## config.mk

```make
export PLATFORM = sky130hd
export DESIGN_NAME = alu_arbiter
export DESIGN_NICKNAME = d
export VERILOG_FILES = /design/src/rtl/alu_pkg.sv /design/src/rtl/alu.sv /design/src/rtl/rr_arb2.sv /design/src/rtl/alu_arbiter.sv
export SDC_FILE = /design/constraint.sdc
export NUM_CORES = 1
export LEC_CHECK = 0
export ABC_AREA = 1
export BUFFER_PORTS_ARGS = -buffer_cell sky130_fd_sc_hd__clkbuf_2
export CORE_UTILIZATION = 50
export CTS_BUF_LIST = sky130_fd_sc_hd__clkbuf_4
export DETAILED_ROUTE_END_ITERATION = 8
export PLACE_DENSITY = 0.86
export SLEW_MARGIN = 20
export SYNTH_ARGS = -nofsm -noshare
export SYNTH_HDL_FRONTEND = slang
export SYNTH_SLANG_ARGS = --single-unit
```

## constraint.sdc

```tcl
create_clock -name clk -period 4.8 [get_ports clk]
set_clock_uncertainty 0.05 [all_clocks]
set_input_delay 0.24 -clock clk [delete_from_list [all_inputs] [get_ports clk]]
set_output_delay 0.24 -clock clk [all_outputs]
set_load 0.05 [all_outputs]
```

## src/rtl/alu_pkg.sv

```systemverilog
// Shared ALU definitions: control code width and operation encodings.
// Used by decode logic and by the ALU arbiter.
package alu_pkg;

    localparam int CTRL_W = 4;

    localparam logic [CTRL_W-1:0] ALU_ADD = 4'd0;
    localparam logic [CTRL_W-1:0] ALU_SUB = 4'd1;
    localparam logic [CTRL_W-1:0] ALU_AND = 4'd2;
    localparam logic [CTRL_W-1:0] ALU_OR  = 4'd3;
    localparam logic [CTRL_W-1:0] ALU_NOR = 4'd4;
    localparam logic [CTRL_W-1:0] ALU_SLT = 4'd5;
    localparam logic [CTRL_W-1:0] ALU_LAST_OP = 4'd5;

    function automatic logic is_bad_op(input logic [CTRL_W-1:0] ctrl);
        return ctrl > ALU_LAST_OP;
    endfunction

endpackage

```

## src/rtl/alu.sv

```systemverilog
// Combinational 32-bit ALU: add/sub wrap, bitwise ops, unsigned set-less-than.
// Unknown control codes produce zero.
module alu #(
    parameter int WIDTH = 32
) (
    input  logic [alu_pkg::CTRL_W-1:0] ctrl,
    input  logic [WIDTH-1:0]           a,
    input  logic [WIDTH-1:0]           b,
    output logic [WIDTH-1:0]           y
);
    import alu_pkg::*;

    always_comb begin
        y = '0;
        case (ctrl)
            ALU_ADD: y = a + b;
            ALU_SUB: y = a - b;
            ALU_AND: y = a & b;
            ALU_OR:  y = a | b;
            ALU_NOR: y = ~(a | b);
            ALU_SLT: y = {{(WIDTH-1){1'b0}}, (a < b)};
            default: y = '0;
        endcase
    end

endmodule

```

## src/rtl/rr_arb2.sv

```systemverilog
// Two-way round-robin arbiter: on contention the port that did not win last time wins.
module rr_arb2 (
    input  logic [1:0] elig,
    input  logic       last_grant,
    output logic [1:0] grant
);

    always_comb begin
        grant = 2'b00;
        case (elig)
            2'b01:   grant = 2'b01;
            2'b10:   grant = 2'b10;
            2'b11:   grant = last_grant ? 2'b01 : 2'b10;
            default: grant = 2'b00;
        endcase
    end

endmodule

```

## src/rtl/alu_arbiter.sv

```systemverilog
// Shares one ALU between two requesters with round-robin arbitration and
// a registered, individually backpressured result per port.
module alu_arbiter #(
    parameter int WIDTH  = 32,
    parameter int CTRL_W = alu_pkg::CTRL_W
) (
    input  logic              clk,
    input  logic              rst,
    input  logic              req0_valid,
    output logic              req0_ready,
    input  logic [CTRL_W-1:0] req0_ctrl,
    input  logic [WIDTH-1:0]  req0_a,
    input  logic [WIDTH-1:0]  req0_b,
    input  logic              req1_valid,
    output logic              req1_ready,
    input  logic [CTRL_W-1:0] req1_ctrl,
    input  logic [WIDTH-1:0]  req1_a,
    input  logic [WIDTH-1:0]  req1_b,
    output logic              rsp0_valid,
    input  logic              rsp0_ready,
    output logic [WIDTH-1:0]  rsp0_result,
    output logic              rsp0_err,
    output logic              rsp1_valid,
    input  logic              rsp1_ready,
    output logic [WIDTH-1:0]  rsp1_result,
    output logic              rsp1_err
);
    import alu_pkg::*;

    logic             last_grant_q, last_grant_d;
    logic             rsp0_valid_q, rsp0_valid_d;
    logic [WIDTH-1:0] rsp0_result_q, rsp0_result_d;
    logic             rsp0_err_q, rsp0_err_d;
    logic             rsp1_valid_q, rsp1_valid_d;
    logic [WIDTH-1:0] rsp1_result_q, rsp1_result_d;
    logic             rsp1_err_q, rsp1_err_d;

    logic [1:0]        elig;
    logic [1:0]        grant;
    logic              sel;
    logic [CTRL_W-1:0] sel_ctrl;
    logic [WIDTH-1:0]  sel_a;
    logic [WIDTH-1:0]  sel_b;
    logic [WIDTH-1:0]  alu_y;
    logic              sel_bad;
    logic [WIDTH-1:0]  acc_result;

    // A slot is free if empty or being drained this same cycle; nothing is granted in reset.
    assign elig[0] = !rst && req0_valid && (!rsp0_valid_q || rsp0_ready);
    assign elig[1] = !rst && req1_valid && (!rsp1_valid_q || rsp1_ready);

    rr_arb2 u_arb (
        .elig       (elig),
        .last_grant (last_grant_q),
        .grant      (grant)
    );

    assign req0_ready = grant[0];
    assign req1_ready = grant[1];

    assign sel      = grant[1];
    assign sel_ctrl = sel ? req1_ctrl : req0_ctrl;
    assign sel_a    = sel ? req1_a    : req0_a;
    assign sel_b    = sel ? req1_b    : req0_b;

    alu #(.WIDTH(WIDTH)) u_alu (
        .ctrl (sel_ctrl),
        .a    (sel_a),
        .b    (sel_b),
        .y    (alu_y)
    );

    assign sel_bad    = is_bad_op(sel_ctrl);
    assign acc_result = sel_bad ? '0 : alu_y;

    always_comb begin
        last_grant_d  = last_grant_q;
        rsp0_valid_d  = rsp0_valid_q;
        rsp0_result_d = rsp0_result_q;
        rsp0_err_d    = rsp0_err_q;
        rsp1_valid_d  = rsp1_valid_q;
        rsp1_result_d = rsp1_result_q;
        rsp1_err_d    = rsp1_err_q;

        if (grant != 2'b00) begin
            last_grant_d = grant[1];
        end

        if (grant[0]) begin
            rsp0_valid_d  = 1'b1;
            rsp0_result_d = acc_result;
            rsp0_err_d    = sel_bad;
        end else if (rsp0_ready) begin
            rsp0_valid_d = 1'b0;
        end

        if (grant[1]) begin
            rsp1_valid_d  = 1'b1;
            rsp1_result_d = acc_result;
            rsp1_err_d    = sel_bad;
        end else if (rsp1_ready) begin
            rsp1_valid_d = 1'b0;
        end
    end

    always_ff @(posedge clk or posedge rst) begin
        if (rst) begin
            last_grant_q  <= 1'b1;
            rsp0_valid_q  <= 1'b0;
            rsp0_result_q <= '0;
            rsp0_err_q    <= 1'b0;
            rsp1_valid_q  <= 1'b0;
            rsp1_result_q <= '0;
            rsp1_err_q    <= 1'b0;
        end else begin
            last_grant_q  <= last_grant_d;
            rsp0_valid_q  <= rsp0_valid_d;
            rsp0_result_q <= rsp0_result_d;
            rsp0_err_q    <= rsp0_err_d;
            rsp1_valid_q  <= rsp1_valid_d;
            rsp1_result_q <= rsp1_result_d;
            rsp1_err_q    <= rsp1_err_d;
        end
    end

    assign rsp0_valid  = rsp0_valid_q;
    assign rsp0_result = rsp0_result_q;
    assign rsp0_err    = rsp0_err_q;
    assign rsp1_valid  = rsp1_valid_q;
    assign rsp1_result = rsp1_result_q;
    assign rsp1_err    = rsp1_err_q;

endmodule

```

Yosys cells after proc, flatten, opt, wreduce, memory -nomap -nowiden
Index checks and enable logic that the tools add are counted.
Storage, ports and cells
  latch bits: 0
  output and inout port bits: 70
  bits in read-only memories: 0
  memories: 0
  RAM bits: 0
  register bits after elaboration: 69
  logic and storage cells: 46
Cells by class
  divide/modulo/power cells: 0
  shift-type cells: 0
  add/sub/neg operators: 2
  order comparisons: 2
  multipliers: 0
  reduce and logical (&&, ||, !) cells: 13
  mux-type cells: 11
  bitwise logic cells: 3
  equality and inequality tests: 8
Operators by type and width (number)
  $pmux W32 S6: 1
  $mux W32: 3
  $add A32 B32 Y32: 1
  $and A32 B32 Y32: 1
  $lt A32 B32 Y1: 1
  $not A32 Y32: 1
  $or A32 B32 Y32: 1
  $sub A32 B32 Y32: 1
  $eq A4 B2 Y1 const B: 2
  $eq A4 B3 Y1 const B: 2
  $pmux W2 S3: 1
  $reduce_bool A2 Y1: 3
  $eq A2 B2 Y1 const B: 2
  $eq A4 B1 Y1 const B: 1
  $gt A4 B3 Y1 const B: 1
  $logic_and A1 B1 Y1: 4
  $logic_not A4 Y1: 1
  $mux W1: 4
  $mux W4: 1
  $logic_not A1 Y1: 3
  $eq A2 B1 Y1 const B: 1
  $logic_or A1 B1 Y1: 2
  $mux W2: 1

Depth between registers and ports, before layout
  depth in word-level cells: 10
  mapped depth: 29
  mapped depth without buffers: 27

Hierarchy
Synthesis repeated with hierarchy kept, for this count alone.
Unflattened totals
  cell total of the unflattened synthesis: 1820
  area total of the unflattened synthesis: 10278.6 um2
By module, submodules not included
  alu: cells each 1283, times used 1, area each 6542.5 um2
  alu_arbiter: cells each 532, times used 1, area each 3714.8 um2
  rr_arb2: cells each 5, times used 1, area each 21.3 um2

Worst setup path after synthesis
Ideal clock, no wire load.
  path type: in2reg
  start: input port rst
  end: register rsp0_result_q[30] (netlist: rsp0_result[30])
  slack: 0.607 ns
  stages on the path: 27
  arrival time: 4.025 ns
  cells stage by stage: inv_2 nand2_4 nor2_8 nand2_4 buf_8 clkbuf_1 clkbuf_1 nand2_1 o21ai_0 ha_1 fa_1 nand3_1 nand3_1 nand2_1 nand2_1 nand3_1 nand2_1 nand2_1 nand3_1 nand2_1 nand2_1 nand2_1 nand3_1 nand3_1 nand3_1 nand2_1 nand2_1
Between the ends
  longest elaborated chain between the ends: 10
  elaborated cells on any way between the ends: 26
RTL lines
  from (decl): RTL line alu_arbiter.sv:8  | input logic rst,
  $logic_not A1 Y1 (no source line) (*)
  $logic_and A1 B1 Y1, on equally long branches (2 in series): RTL line alu_arbiter.sv:49, alu_arbiter.sv:50
  $eq A2 B2 Y1 or $eq A2 B1 Y1 (tied branches): RTL line rr_arb2.sv:10  | case (elig)
  $pmux W2 S3 (*): RTL line rr_arb2.sv:10
  parallel branches: the longest is 5 deep, another holds $sub A32 B32 Y32
  to (signal assigned): RTL line alu_arbiter.sv:118  | rsp0_result_q <= rsp0_result_d;
  to (decl): RTL line alu_arbiter.sv:32  | logic [WIDTH-1:0] rsp0_result_q, rsp0_result_d;
Mark *: on every way between the ends.
A chain may end at the register's enable or synchronous reset.

Final worst setup path
  start: input port rsp1_ready
  end: register rsp0_result_q[10] (netlist: rsp0_result[10])
Between the ends
  longest elaborated chain between the ends: 9
  elaborated cells on any way between the ends: 23
RTL lines
  from (decl): RTL line alu_arbiter.sv:24  | input logic rsp1_ready,
  $logic_or A1 B1 Y1 (*): RTL line alu_arbiter.sv:50  | assign elig[1] = !rst && req1_valid && (!rsp1_valid_q || rsp1_ready);
  $logic_and A1 B1 Y1 (*): RTL line alu_arbiter.sv:50
  $eq A2 B2 Y1 or $eq A2 B1 Y1 (tied branches): RTL line rr_arb2.sv:10
  $pmux W2 S3 (*): RTL line rr_arb2.sv:10
  parallel branches: the longest is 5 deep, another holds $sub A32 B32 Y32
Marked as above.

==> results.yml <==
logic_synthesis:
  synth_compound_area_frac: 0.194
  syn_inst: 1458
  synthSimpleGateAreaFrac: 0.325
  yosys.area_share.xor_xnor: 0.0124
  synth_fa_ha_area_frac: 0.156
  synth.area.top_cells: "dfrtp_1, nand2_1, ha_1"
  avgSynthCellArea_sq_um: 6.28
  ys_seq_area_frac: 0.189
  synth_largest_area_cell: "dfrtp_1"
  ys_types: 52
  synth_top_family_by_area: "simple AND/OR/NAND/NOR gates"
  ys_ff_latch: 69
  synthMuxAreaShare: 0
  yosysWarnings: 0
  syn-cell-area_sq_um: 9160
  synth_nets: 1713
  yosysTopAreaCellShare: 0.186
worst_setup_path:
  cp.arrival_ns: 4.83
  critical_path_class: "in -> reg"
  start_kind: "input pin"
  cp_max_fo: 24
  r2r_cells: 20
  cp_data_required_time_ns: 5.02
  endpoint_kind: "flop"
routing:
  drtAntennaViolNets: 0
  top_layer: "met4"
  wl_met2_mm: 13.6
  drc: 0
  avgRoutedWirePerCell_um: 16.7
  drtPass1Iterations: 5
  drt_iter0_drc: 824
  met3_length_mm: 2.61
  routed_wl_mm: 31.1
  viasPerCell: 5.50
  routed-via-count: 10300
  wl_met1_mm: 14.1
global_route:
  overflow: 0
  grt_pass1_wl_mm: 47.9
  grt_max_degree: 70
  antenna_found_initial: 0
  first_global_vias: 9304
  grt.total_usage: 0.330
sta:
  rsz0062_at_grt: "no"
  timing.slew.headroom: 0.439
  setup_tns_ns: 0
  hold_viol_final: 0
  post-route-period-util: 0.961
  period_needed_ns: 4.61
  drv_slew: 0
  holdWs_ns: 0.0678
  setup_violations: 0
  tightest_slew_ns: 0.841
  max_freq_mhz: 217
clock_tree:
  clk_pin_slew_ns: 0.11
  root_buffer: "clkbuf_4"
  cts_sinks: 69
  insertion_delay_ns: 0.41
  cts_tree: "yes"
  cts_max_path_buffers: 2
  numCtsBuffers: 9
  cts_max_level: 3
layout:
  nets: 1886
  layout_common_cells: "nand2_1, inv_1, clkbuf_2"
  antenna_cells: 0
  mostFrequentLayoutCell: "nand2_1"
  area_delta_synth_final_pct: 13.9
  layout-drive-gt1-share: 0.193
  final_area_sq_um: 10400
  fin_util: 0.581
die:
  fp-row-count: 49
  ios: 212
  start_util: 0.510
  core-area_sq_um: 18000
  die_h_um: 137
  die_area_sq_um: 18900
  dieWidth_um: 137
min_path:
  hp-class: "in -> async"
run_status:
  status: "completed"
job:
  maxCapViolations: 0
placed_design:
  placed_cell_area_sq_um: 10300
  place_congestion: 1.01
  dp_hpwl_mm: 25.4
  io_buffer_count: 211
power_and_ir_drop:
  leakagePower_nw: 6.04
  vdd_drop_max_mv: 0.293
  p_per_area_nw_per_um2: 305
[sequential cells by signal (all words and copies together), names as in the netlist]
register,cells
rsp0_result,32
rsp1_result,32
last_grant_q,1
rsp0_err,1
rsp0_valid,1
rsp1_err,1
rsp1_valid,1
[cells in the mapped netlist (all sizes together)]
master / instances
nand2: 428
inv: 223
o21ai: 144
ha: 111
nand3: 103
a21oi: 100
nor2: 98
dfrtp: 68
clkbuf: 35
buf: 24
nand4: 16
a221oi: 15
or2: 15
o22ai: 13
xor2: 11
a211oi: 8
nor3: 8
a31oi: 6
nor4: 5
o211ai: 4
o21bai: 4
a21o: 3
and2: 2
fa: 2
o21a: 2
o2bb2ai: 2
xnor2: 2
a31o: 1
a41oi: 1
dfstp: 1
nand3b: 1
o221ai: 1
o311ai: 1
[through the flow]
stage               total power, mW  setup WS (ns)  instances
CTS                            3.16          0.355       1865
detailed placement             2.79          0.436       1848
finish                         3.18          0.189       1865
floorplan                      2.23          0.607       1458
global route                   3.41        0.00550       1865
global placement               2.78          0.439       1848
[what timing repair did]
action / 4_1_cts / 5_1_grt
buffers inserted: 0 / 0
endpoints found under the hold margin: 1 / 0
hold buffers: 1 / 0
resized for setup: 0 / 0
[worst paths after layout]
kind                                                  start                          end  slack, ns
worst max-delay path                             rsp1_ready  rsp0_result[10]$_DFFE_PP0P_       0.19
worst min-delay path                                    rst  rsp0_result[14]$_DFFE_PP0P_       0.07
worst max register to register       rsp1_valid$_DFFE_PP0P_  rsp0_result[10]$_DFFE_PP0P_       0.27
worst min register to register  rsp0_result[19]$_DFFE_PP0P_  rsp0_result[19]$_DFFE_PP0P_       0.44
max in group asynchronous                               rst  rsp0_result[27]$_DFFE_PP0P_       4.10
min in group clk                                 rsp0_ready       rsp0_valid$_DFFE_PP0P_       0.07
[critical path: stages]
cell	delay (ns)
dlygate4sd3_1	0.53
clkbuf_2	0.11
nor2_2	0.30
nor2_8	0.07
nand2_4	0.25
inv_4	0.16
or2_2	0.29
o21ai_0	0.19
inv_1	0.09
ha_1	0.25
fa_1	0.48
nand3_1	0.11
nand3_1	0.14
nand2_1	0.09
nand2_1	0.11
nand2_1	0.12
a31oi_1	0.18
o21ai_0	0.20
nand2_1	0.07
a211oi_1	0.66
o21ai_0	0.16
[logic make-up after synthesis]
kind of cell	Yosys count
XOR/XNOR	13
AO/OA/AOI/OAI	305
AND/OR/NAND/NOR	676
adder cells (fa/ha/maj)	113
flip-flops	69
buffers and inverters	282
[area by class of cell]
class                      instances  area [sq um]
tap                              229           287
sequential                        69          1730
inverter                         223           840
fill                            1809          7530
clock buffer                      11          82.6
clock inverter                     5          51.3
multi-input combinational       1107          6300
timing repair buffer             221          1150
[report_power, final]
| group | leakage, nW | switching [mW] | internal (mW) | total [mW] |
|---|---|---|---|---|
| registers | 0.914 | 0.0768 | 0.704 | 0.781 |
| logic | 5.05 | 1.50 | 0.542 | 2.04 |
| clock network | 0.0743 | 0.195 | 0.167 | 0.363 |
| total | 6.04 | 1.77 | 1.41 | 3.18 |
[per-layer routing]
layer	vias to the layer above	GRT usage
met5	-	0
met4	0	0.107
met3	49	0.0386
met2	475	0.524
met1	4677	0.463
li1	5051	-
Note: power is estimated with default switching activity, not from simulation.
